<file path="config.mk">
export PLATFORM = sky130hd
export DESIGN_NAME = uart_tx_arbiter
export DESIGN_NICKNAME = d
export VERILOG_FILES = /design/src/rtl/uart_tx_arbiter.sv
export SDC_FILE = /design/constraint.sdc
export NUM_CORES = 1
export LEC_CHECK = 0
export BUFFER_PORTS_ARGS = -buffer_cell sky130_fd_sc_hd__buf_2
export CORE_ASPECT_RATIO = 0.9
export CORE_UTILIZATION = 50
export DETAILED_ROUTE_END_ITERATION = 10
export PLACE_DENSITY = 0.91
export SYNTH_ARGS = -nofsm -noshare
export SYNTH_HDL_FRONTEND = slang
export SYNTH_SLANG_ARGS = --single-unit
</file>
<file path="constraint.sdc">
create_clock -name clk_i -period 1.7 [get_ports clk_i]
set_input_delay 0.255 -clock clk_i [delete_from_list [all_inputs] [get_ports clk_i]]
set_output_delay 0.255 -clock clk_i [all_outputs]
set_load 0.01 [all_outputs]
</file>
<file path="src/rtl/uart_tx_arbiter.sv">
// Round-robin arbiter sharing one 8N1 UART transmitter among NREQ byte producers.
// Define UART_ARB_TIMEOUT_EN to add the SEND-state watchdog that drives tx_err_o.
module uart_tx_arbiter #(
  parameter int NREQ           = 4,
  parameter int GAP_CYCLES     = 2,
  parameter int TIMEOUT_CYCLES = 100000
) (
  input  logic              clk_i,
  input  logic              rst_n_i,
  input  logic [NREQ-1:0]   req_i,
  input  logic [8*NREQ-1:0] req_data_i,
  output logic [NREQ-1:0]   ack_o,
  output logic              tx_en_o,
  output logic [7:0]        tx_data_o,
  input  logic              tx_done_i,
  output logic              busy_o,
  output logic [2:0]        grant_idx_o,
  output logic [15:0]       tx_count_o,
  output logic              tx_err_o
);

  typedef enum logic [1:0] {
    S_IDLE,
    S_SEND,
    S_GAP
  } state_t;

  localparam logic [2:0] LAST_IDX = 3'(NREQ - 1);
  localparam logic [7:0] GAP_LAST = 8'(GAP_CYCLES - 1);

  state_t            state_q, state_d;
  logic [2:0]        ptr_q, ptr_d;
  logic [2:0]        grant_idx_q, grant_idx_d;
  logic [7:0]        tx_data_q, tx_data_d;
  logic [NREQ-1:0]   ack_q, ack_d;
  logic [15:0]       tx_count_q, tx_count_d;
  logic [7:0]        gap_q, gap_d;
  logic              tx_done_q;

  logic [7:0]        req_byte [NREQ];
  logic [NREQ-1:0]   req_hi;
  logic [NREQ-1:0]   grant_oh;
  logic [2:0]        hi_sel, lo_sel, grant_sel;
  logic [7:0]        grant_data;
  logic              done_evt;
  logic              byte_end;

`ifdef UART_ARB_TIMEOUT_EN
  localparam logic [31:0] TO_LAST = 32'(TIMEOUT_CYCLES - 1);
  logic [31:0]       to_q, to_d;
  logic              tx_err_q, tx_err_d;
  logic              to_hit;
`endif

  // req_hi keeps only requesters at or above the pointer, so they win before wrapping.
  genvar gi;
  generate
    for (gi = 0; gi < NREQ; gi++) begin : g_req
      assign req_byte[gi] = req_data_i[8*gi +: 8];
      assign req_hi[gi]   = req_i[gi] && (3'(gi) >= ptr_q);
      assign grant_oh[gi] = (grant_idx_q == 3'(gi));
    end
  endgenerate

  always_comb begin
    hi_sel = '0;
    lo_sel = '0;
    for (int i = NREQ - 1; i >= 0; i--) begin
      if (req_hi[i]) hi_sel = 3'(i);
      if (req_i[i])  lo_sel = 3'(i);
    end
    grant_sel  = (|req_hi) ? hi_sel : lo_sel;
    grant_data = '0;
    for (int i = 0; i < NREQ; i++) begin
      if (grant_sel == 3'(i)) grant_data = req_byte[i];
    end
  end

  // A held-high tx_done_i must fall and rise again before it completes another byte.
  assign done_evt = tx_done_i && !tx_done_q;

`ifdef UART_ARB_TIMEOUT_EN
  assign to_hit   = (to_q == TO_LAST);
  assign byte_end = done_evt || to_hit;
`else
  assign byte_end = done_evt;
`endif

  always_comb begin
    state_d     = state_q;
    ptr_d       = ptr_q;
    grant_idx_d = grant_idx_q;
    tx_data_d   = tx_data_q;
    ack_d       = '0;
    tx_count_d  = tx_count_q;
    gap_d       = gap_q;
`ifdef UART_ARB_TIMEOUT_EN
    to_d        = to_q;
    tx_err_d    = 1'b0;
`endif
    case (state_q)
      S_IDLE: begin
        if (|req_i) begin
          state_d     = S_SEND;
          grant_idx_d = grant_sel;
          tx_data_d   = grant_data;
`ifdef UART_ARB_TIMEOUT_EN
          to_d        = '0;
`endif
        end
      end
      S_SEND: begin
`ifdef UART_ARB_TIMEOUT_EN
        to_d = to_q + 32'd1;
`endif
        if (byte_end) begin
          state_d = S_GAP;
          gap_d   = '0;
          ack_d   = grant_oh;
          ptr_d   = (grant_idx_q == LAST_IDX) ? 3'd0 : grant_idx_q + 3'd1;
          if (done_evt) begin
            tx_count_d = tx_count_q + 16'd1;
          end
`ifdef UART_ARB_TIMEOUT_EN
          else begin
            tx_err_d = 1'b1;
          end
`endif
        end
      end
      S_GAP: begin
        if (gap_q == GAP_LAST) begin
          state_d = S_IDLE;
        end else begin
          gap_d = gap_q + 8'd1;
        end
      end
      default: state_d = S_IDLE;
    endcase
  end

  always_ff @(posedge clk_i or negedge rst_n_i) begin
    if (!rst_n_i) begin
      state_q     <= S_IDLE;
      ptr_q       <= '0;
      grant_idx_q <= '0;
      tx_data_q   <= '0;
      ack_q       <= '0;
      tx_count_q  <= '0;
      gap_q       <= '0;
      tx_done_q   <= 1'b0;
`ifdef UART_ARB_TIMEOUT_EN
      to_q        <= '0;
      tx_err_q    <= 1'b0;
`endif
    end else begin
      state_q     <= state_d;
      ptr_q       <= ptr_d;
      grant_idx_q <= grant_idx_d;
      tx_data_q   <= tx_data_d;
      ack_q       <= ack_d;
      tx_count_q  <= tx_count_d;
      gap_q       <= gap_d;
      tx_done_q   <= tx_done_i;
`ifdef UART_ARB_TIMEOUT_EN
      to_q        <= to_d;
      tx_err_q    <= tx_err_d;
`endif
    end
  end

  assign tx_en_o     = (state_q == S_SEND);
  assign busy_o      = (state_q != S_IDLE);
  assign tx_data_o   = tx_data_q;
  assign ack_o       = ack_q;
  assign grant_idx_o = grant_idx_q;
  assign tx_count_o  = tx_count_q;
`ifdef UART_ARB_TIMEOUT_EN
  assign tx_err_o    = tx_err_q;
`else
  assign tx_err_o    = 1'b0;
`endif

endmodule

</file>
### Word-level counts from Yosys, hierarchy flattened

Cells that the tools add are included.

* $add $sub $neg: 3
* magnitude comparators: 4
* eq/ne operators: 13
* multiplexer cells: 23
* reduce and logical (&&, ||, !) cells: 17

Operators with widths (number)
* two-way mux 8 bit: 6
* two-way mux 3 bit: 7
* adder 16 x 1 -> 16 bit (second input constant): 1
* case mux 8 bit (2 select lines): 1
* equality test 3 x 2 -> 1 bit (second input constant): 4
* two-way mux 2 bit: 6
* adder 8 x 1 -> 8 bit (second input constant): 1
* equality test 8 x 1 -> 1 bit (second input constant): 1
* two-way mux 4 bit: 2
* OR reduction 4 bit: 2
* equality test 3 x 1 -> 1 bit (second input constant): 2
* >= comparator 1 x 3 -> 1 bit (first input constant): 2
* >= comparator 2 x 3 -> 1 bit (first input constant): 2
* logical NOT 3 bit: 2
* != test 2 bit (second input constant): 3
* case mux 2 bit (3 select lines): 1
* AND reduction 3 bit: 2
* logical AND 1 bit: 5
* AND reduction 2 bit: 2
* nonzero test 2 bit: 2
* adder 3 x 1 -> 3 bit (second input constant): 1
* equality test 2 x 1 -> 1 bit (second input constant): 1
* equality test 2 bit (second input constant): 1
* logical NOT 2 bit: 1
* 2 further kinds: 2

* register bits: 45
* input bits: 39
* output and inout bits: 34

### Logic depth before layout (Yosys ltp)

Gate-level depths: netlist (run 1).

* depth after elaboration: 12
* gate-level depth with buffers: 7

### Least setup slack after synthesis (run 1)

Ideal clock, no wire load.

* path type: flip-flop to flip-flop
* from: register ptr_q[1]
* to: register tx_data_q[0], in the netlist tx_data_o[0]
* arrival: 1397 ps
* path slack: 156 ps
* cell stages (with the launch flop): 7
* buffers on the path: 2
* clock period less this slack: 1544 ps
* cell sequence: dfrtp_1 > and3b_2 > a211o_1 > buf_6 > buf_12 > mux2i_1 > o221ai_1

* word-level cells in the longest chain between the ends: 12
* elaborated cells between the ends (all ways): 22
* those cells by class: order compare: 4; eq/ne: 3; mux: 9; reduce/logical: 6

Ends and longest elaborated chain
* start, declared: line 32 `logic [2:0] ptr_q, ptr_d;`
* start signal, assigned: line 158 `ptr_q <= ptr_d;`
* >= comparator 2 x 3 -> 1 bit: line 60 `assign req_hi[gi] = req_i[gi] && (3'(gi) >= ptr_q);`
* logical AND 1 bit: line 60
* two-way mux 2 bit (2 in series): line 69 `if (req_hi[i]) hi_sel = 3'(i);`
* two-way mux 3 bit (2 in series): line 69
* two-way mux 3 bit *: line 72 `grant_sel = (|req_hi) ? hi_sel : lo_sel;`
* logical NOT 3 bit: line 75 `if (grant_sel == 3'(i)) grant_data = req_byte[i];`
* two-way mux 8 bit (3 in series): line 75
* two-way mux 8 bit *: line 75
* end signal, assigned: line 160 `tx_data_q <= tx_data_d;`
* end, declared: line 34 `logic [7:0] tx_data_q, tx_data_d;`

Every way passes the cells marked *; elsewhere a longest branch is shown, timed or not.
A chain may end at the register's enable or synchronous reset.

### Worst setup path after layout (run 1)

* from: register gap_q[1]
* to: register gap_q[3]

* word-level cells in the longest chain between the ends: 3
* elaborated cells between the ends (all ways): 6
* those cells by class: add/sub: 1; eq/ne: 2; mux: 2; reduce/logical: 1

Ends and longest elaborated chain
* start, declared: line 37 `logic [7:0] gap_q, gap_d;`
* start signal, assigned: line 163 `gap_q <= gap_d;`
* adder 8 x 1 -> 8 bit or equality test 8 x 1 -> 1 bit (tied branches): line 135, 132
* two-way mux 8 bit or != test 2 bit (tied branches)
* case mux 8 bit (2 select lines) or AND reduction 3 bit (tied branches)

Parallel ways exist; a longest one is shown, timed or not. The select of a mux whose other input is x is not followed.

==> reports/summary.txt, run 1 <==
Wire per inst = 13.9 µm
Dpl hpwl = 3410 µm
Async S/R FF share, synth = 100%
Cells after DPL = 319
Kind of critical path = reg -> reg
Critical path buffer and inverter count = 1
Clk slew on worst S/H paths = 0.08 ns
Yosys top cell by area = dfrtp_1
Post-route minimum period = 1.62 ns
All-Layer GR Usage = 21.1%
Post-Syn Area = 2150 µm²
Mapped Cells = 200
Worst setup EP type = flop
Failing checks = design-rule violations
Syn. warnings = 0
Post-synth EDFFs = 0
Pre-Repair DR Iteration Count = 9
Largest net degree at the start of global routing = 44
Fin. max-slew vios = 0
GRT overflow = 0
Final Power = 0.00344 W
Worst slew pin tran = 0.531 ns
Vias per inst = 5.43
Power per standard cell area = 1280 nW/µm²
Clock Path Buffers = 2
Sink Count = 43
Gp weighted congestion = 0.769
Max capacitance violation total = 0
Crit-path leading delay family = flip-flops
Post-route ant nets = 0
Synth Register Bits = 43
CP Cell Sequence = inv_1 -> ha_1 -> nor4b_4 -> a21o_1 -> a21oi_1 -> xnor2_1 -> nor2_1
First-pass GRT wire length = 7380 µm
Fillcell total = 322
Arrival @ worst endpoint = 1.79 ns
Placement row count = 22
Final hold viol count = 0
Die Y = 64.2 µm
Slowest CP cell = dfrtp_1
# nets final = 324
Fmax = 0.618 GHz
Final setup fails = 0
Number of antenna diodes = 0
Vias in the first global route = 1720
Wirelength, routed = 4540 µm
Crit path launch type = flop
Syn avg cell area = 10.8 µm²
Ys flop type = dfrtp_1
Vias = 1776
Finished Layout Cells = 327
Sequential area share after synthesis = 50.0%
Initial core utilization = 52.4%
Post-route clock period utilization = 95.2%
Core footprint = 4100 µm²
Root Buffer = clkbuf_8
H-tree depth = 2
TritonCTS clock tree = done
CP max FO = 6
HP Class = in -> async
Horiz. Die Dim = 71.1 µm
Ports = 73
Post-CTS setup buffer count = 0
Initial antenna violation count = 0
Peak VDD IR = 0.654 mV
Die Footprint = 4570 µm²
Worst endpoint required time = 1.88 ns
Leak = 1.41 nW
Final TNS setup = 0 ns
Largest stage delay on the critical path = 0.41 ns
# port buffers = 70
Synth area leaders = dfrtp_1 (50%), mux2i_1 (7.9%), xnor2_1 (6.1%), nand2_1 (5.2%), ha_1 (4.1%)
Unique masters post-synth = 37
CTS Buf Count = 5
Drt initial violations = 99
Skew final = 0.00879 ns
Outcome = complete, but fails checks
Clk_lat worst skew = 0.29 ns
Area Growth Syn to Fin = 25.0%
Relative slew slack = 64.6%
Post-synth top area share = 50.0%
DR DRC count = 4
Ratio of cells with drive above 1 in the final layout = 32.6%
[stage by stage]
step / hold WS [ns] / util, % / setup slack, ns / instance area [µm²]
finish: 0.0225 / 65.5 / 0.0823 / 2690
detailed placement: 0.351 / 62.7 / 0.0452 / 2570
floorplan: -0.0406 / - / 0.156 / 2150
global route: 0.0595 / 65.5 / -0.00869 / 2690
CTS: 0.0355 / 64.8 / 0.0194 / 2660
global placement: 0.344 / 62.7 / 0.114 / 2570
[routing by layer]
layer / vias up / GRT usage (%) / share of wire (%)
met4: 0 / 11.8 / 2.9
met3: 13 / 5.36 / 3.6
met5: - / 0 / 0
met2: 45 / 36.4 / 52
met1: 865 / 23.9 / 42
li1: 853 / - / -
[logic make-up after synthesis]
group           Yosys count  share of synthesized area, %
compound gates           26                          8.78
xor+xnor                 21                          8.55
fa+ha+maj                 7                          4.07
buf+inv                  12                          3.78
flops                    43                          50.0
mux                      17                          7.91
other cells               1                         0.174
simple gates             73                          16.7
[area by class of cell]
class	instances	area, µm²	share of cell area (%)
repair buffers	78	423	15.7
well taps	48	60.1	2.23
clock inverters	2	12.5	0.466
flip-flops and latches	43	1080	40.1
clock buffers	6	72.6	2.70
multi-input cells	146	1030	38.2
inverters	4	15.0	0.559
[cells in the mapped netlist, types with 2 or more instances]
cell type,n
ha_1,7
nor3_1,2
xnor2_1,15
a211oi_1,3
buf_4,3
o221ai_1,8
nand2_1,30
and2_1,5
o21ai_0,5
nor2_1,12
nand2b_1,4
clkbuf_1,2
inv_1,4
nand4_1,6
mux2i_1,17
o2111ai_1,2
xor2_1,6
dfrtp_1,43
nand3_1,5
a21o_1,2
a21oi_1,3
[state kept, by name, indices dropped and copies added, names as in the netlist]
signal	flops
gap_q	8
tx_done_q	1
ack_o	4
ptr_q	2
state_q	2
tx_data_o	8
tx_count_o	16
grant_idx_o	2
[timing repair]
item,4_1_cts,5_1_grt
hold buffers,0,0
setup endpoints to repair,0,13
resized for setup,0,6
[cells in the final DEF, fill, tap and decap left out, types with 2 or more instances in the layout]
cell,Yosys,final
xnor2_1,15,15
ha_1,7,7
nor2_1,12,12
nand2b_1,4,4
buf_4,3,7
a211oi_2,0,2
inv_1,4,4
dfrtp_1,43,42
mux2i_1,17,17
nor3_1,2,2
o21ai_0,5,5
a21oi_1,3,3
a21o_1,2,2
conb_1,1,2
nand4_1,6,6
o221ai_1,8,8
buf_2,1,70
clkbuf_8,0,5
xor2_1,6,6
o2111ai_1,2,2
nand2_1,30,30
nand3_1,5,5
and2_1,5,5
[final timing paths]
check | startpoint | end | slack [ns] | cells after the start
min reg2reg | tx_count_o[15] | tx_count_o[15] | 0.48 | 1
max reg2reg | gap_q[1] | gap_q[3] | 0.08 | 7
min in group clk_i | tx_done_i | tx_done_q | 0.11 | 1
max | gap_q[1] | gap_q[3] | 0.08 | 7
min | rst_n_i | tx_count_o[9] | 0.02 | 2
max in group asynchronous | rst_n_i | ptr_q[1] | 1.29 | 2
[power breakdown]
group          total (W)  switching [W]  internal [W]
Clock           0.000628       0.000341      0.000287
Sequential       0.00148       0.000220       0.00126
Combinational    0.00133       0.000708      0.000620
[worst reg2reg max path: stages (launching register included)]
cell and delay, ns:
dfrtp_1 0.41, inv_1 0.09, ha_1 0.16, nor4b_4 0.21, a21o_1 0.29, a21oi_1 0.13, xnor2_1 0.17, nor2_1 0.06
Power figures use the tool's default switching activity.
==> run 2, diff against run 1 <==
--- a/config.mk
+++ b/config.mk
@@ -5,11 +5,12 @@
 export SDC_FILE = /design/constraint.sdc
 export NUM_CORES = 1
 export LEC_CHECK = 0
+export ABC_AREA = 1
 export BUFFER_PORTS_ARGS = -buffer_cell sky130_fd_sc_hd__buf_2
 export CORE_ASPECT_RATIO = 0.9
-export CORE_UTILIZATION = 50
+export CORE_UTILIZATION = 51
 export DETAILED_ROUTE_END_ITERATION = 10
-export PLACE_DENSITY = 0.91
+export PLACE_DENSITY = 0.9
 export SYNTH_ARGS = -nofsm -noshare
 export SYNTH_HDL_FRONTEND = slang
 export SYNTH_SLANG_ARGS = --single-unit
==> reports/summary.txt, run 2 <==
Outcome = finished, final reports clean
Crit-path most repeated cell = o21ai_0
Worst setup EP type = flop
Worst endpoint required time = 1.94 ns (+0.06 ns)
Post-route ant nets = 0 (unchanged)
Root Buffer = clkbuf_8
Critical path buffer and inverter count = 1 (unchanged)
Arrival @ worst endpoint = 1.79 ns (about the same)
Multi-input gate area = 1140 µm² (+11%)
Post-route minimum period = 1.55 ns (-0.0695 ns)
Slowest CP cell = dfrtp_1
Simple-gate share of the synthesized area = 29.8% (+13 points)
Unique masters post-synth = 31 (-16%)
Peak VDD IR = 0.716 mV (+9.5%)
Crit path launch type = flop
Adder-cell share of the synthesized area = 3.62% (-0.45 points)
Final hold viol count = 0 (unchanged)
Final Worst Setup Slack = 0.152 ns (+0.0695 ns)
Gp weighted congestion = 0.846 (+10%)
Yosys top cell by area = dfrtp_1
Post-CTS setup buffer count = 0 (unchanged)
Vias = 2130 (+20%)
Place WS = -0.0756 ns (-0.121 ns)
Xor/xnor share of the synthesized area = 7.24% (-1.3 points)
Post-synth EDFFs = 0 (unchanged)
Seq. cell area = 1080 µm² (-0.12%)
H-tree depth = 2 (unchanged)
Core footprint = 4490 µm² (+9.5%)
Placement row count = 23 (+4.5%)
Fmax = 0.646 GHz (+4.5%)
Die Footprint = 5020 µm² (+9.9%)
Syn avg cell area = 8.55 µm² (-21%)
Largest family of logic cells by synthesized area = simple AND/OR/NAND/NOR gates
Mapped Cells = 283 (+42%)
Kind of critical path = reg -> reg
Async S/R FF share, synth = 100% (unchanged)
Fin. max-slew vios = 0 (unchanged)
Leak = 1.59 nW (+13%)
Relative slew slack = 61.8% (-2.8 points)
Synth Register Bits = 43 (unchanged)
All-Layer GR Usage = 22.2% (+1.1 points)
Ports = 73 (unchanged)
Die Y = 67.3 µm (+4.8%)
Most frequent cells in the layout = buf_2 (70), nand2_1 (58), dfrtp_1 (43), inv_1 (37), nand4_1 (23)
Power per standard cell area = 1400 nW/µm² (+9.4%)
Drt initial violations = 112 (+13%)
HP Class = in -> async
Internal power = 0.00230 W (+6.3%)
CTS Buf Count = 5 (unchanged)
# port buffers = 70 (unchanged)
Worst slew pin tran = 0.568 ns (+0.0371 ns)
Final setup fails = 0 (unchanged)
Clk_lat worst skew = 0.31 ns (+0.02 ns)
Skew final = 0.00717 ns (-0.00161 ns)
First-pass GRT wire length = 8350 µm (+13%)
Synth area leaders = dfrtp_1 (44%), nand2_1 (9.0%), nand4_1 (5.9%), inv_1 (5.7%), xor2_1 (4.7%)
Pre-Repair DR Iteration Count = 4 (-5)
Wire per inst = 12.4 µm (-11%)
Commonest non-fill, non-tap cell in the layout = buf_2
Ys flop type = dfrtp_1
TritonCTS clock tree = done
Fillcell total = 378 (+17%)
Largest net degree at the start of global routing = 44 (unchanged)
Vias per inst = 5.06 (-6.8%)
Largest stage delay on the critical path = 0.43 ns (+0.02 ns)
Mux share of post-synthesis cell area = 0% (-7.9 points)
Ratio of cells with drive above 1 in the final layout = 30.9% (-1.7 points)
Largest register FFs = 16 (unchanged)
Number of antenna diodes = 0 (unchanged)
Switching share of power = 44.0% (+7.0 points)
Wirelength, routed = 5200 µm (+15%)
Final Power = 0.00411 W (+20%)
Sequential area share after synthesis = 44.5% (-5.5 points)
RSZ-0062 raised after global routing = no
# nets final = 404 (+25%)
Synth Area in Compound Gates = 6.00% (-2.8 points)
Post-route clock period utilization = 91.1% (-4.1 points)
Clk pwr share = 16.3% (-2.0 points)
Clk slew on worst S/H paths = 0.09 ns (about the same)
Dpl hpwl = 3980 µm (+17%)
Clock Path Buffers = 2 (unchanged)
Most frequent cell after synthesis = nand2_1
Vias in the first global route = 1877 (+9.1%)
Cells after DPL = 413 (+29%)
Combinational Power Share = 45.7% (+7.0 points)
Synth cell count leaders = nand2_1 (58), dfrtp_1 (43), inv_1 (37)
Max capacitance violation total = 0 (unchanged)
Finished Layout Cells = 421 (+29%)
Initial antenna violation count = 0 (unchanged)
Fraction of power consumed by sequential logic = 38.0% (-5.0 points)
Initial core utilization = 53.9% (+1.4 points)
CP Cell Sequence = inv_1 -> ha_1 -> nand3_1 -> o21ai_0 -> nand2_2 -> nand2_1 -> o21ai_0 -> a21oi_1
Switch Pwr = 0.00181 W (+42%)
Sink Count = 43 (unchanged)
Horiz. Die Dim = 74.6 µm (+4.9%)
Post-synth top area share = 44.5% (-5.5 points)
CP max FO = 8 (+2)
DR DRC count = 0 (-4)
Area Growth Syn to Fin = 21.5%
Crit-path leading delay family = compound AO/OA/AOI/OAI gates
Hold buffers post-CTS = 0 (unchanged)
Post-Syn Area = 2420 µm² (+12%)
Syn. warnings = 0 (unchanged)
GRT overflow = 0 (unchanged)
==> run 2: cell types whose count changed in the layout (fill, tap and decap cells not counted), moves of 5 or more <==
cell and delta:
nand4_1 +17, xor2_1 +7, o21ai_0 +7, nand3_1 +13, nand2_1 +28, mux2i_1 -17, inv_1 +33, o221ai_1 -8
nand2_2 +8, xnor2_1 -8, and2_1 -5
==> run 2: layout make-up <==
type / count / share of cell area [%]
clock buffer: 5 / 2.34
clock inverter: 3 / 0.809
inverter: 40 / 5.19
multi-input combinational: 192 / 39.0
sequential: 43 / 36.6
tap: 62 / 2.64
timing repair buffer: 76 / 13.5
==> run 2: stage by stage <==
step / util [%] / TNS (ns) / area, µm² / hold slack (ns)
floorplan: - / 0 / 2420 / -0.0406
global placement: 63.2 / -0.0687 / 2840 / 0.348
detailed placement: 63.2 / -0.490 / 2840 / 0.367
CTS: 65.4 / 0 / 2930 / 0.0274
global route: 65.5 / 0 / 2940 / 0.0456
finish: 65.5 / 0 / 2940 / 0.00103
==> run 2: path summary, 6_finish.rpt <==
kind,start,endpoint,slack (ns),cells past startpoint
max,gap_q[1],gap_q[2],0.15,8
min,rst_n_i,tx_count_o[7],0.001,2
max reg2reg,gap_q[1],gap_q[2],0.15,8
min reg2reg,tx_count_o[15],tx_count_o[15],0.47,1
max in group asynchronous,rst_n_i,tx_data_o[0],1.33,2
min in group clk_i,tx_done_i,tx_done_q,0.07,1
==> run 2: metal layers <==
| metal | wire (µm) | track usage [%] | vias to the layer above |
|---|---|---|---|
| met5 | 0 | 0 | - |
| met4 | 42 | 8.02 | 0 |
| met3 | 349 | 7.16 | 4 |
| met2 | 2490 | 33.4 | 77 |
| met1 | 2320 | 30.0 | 979 |
| li1 | - | - | 1070 |
==> run 2: kinds of logic after synthesis <==
| logic type | count (synthesis) |
|---|---|
| XOR/XNOR | 20 |
| buffers and inverters | 49 |
| AO/OA/AOI/OAI | 24 |
| flip-flops | 43 |
| other | 1 |
| adder cells (fa/ha/maj) | 7 |
| AND/OR/NAND/NOR | 139 |
==> run 2: what timing repair did <==
| item | CTS | global route |
|---|---|---|
| resized for setup | 1 | 1 |
| endpoints found under the hold margin | 0 | 0 |
| cloned | 0 | 0 |
| endpoints found under the setup margin | 8 | 3 |
| pin swaps | 0 | 0 |
==> run 2: power groups by stage <==
stage / Sequential, W / Combinational (W) / Clock, W
floorplan: 0.00163 / 0.00122 / 0
global placement: 0.00156 / 0.00178 / 0
detailed placement: 0.00157 / 0.00185 / 0
CTS: 0.00156 / 0.00187 / 0.000681
global route: 0.00160 / 0.00211 / 0.000729
finish: 0.00156 / 0.00188 / 0.000671
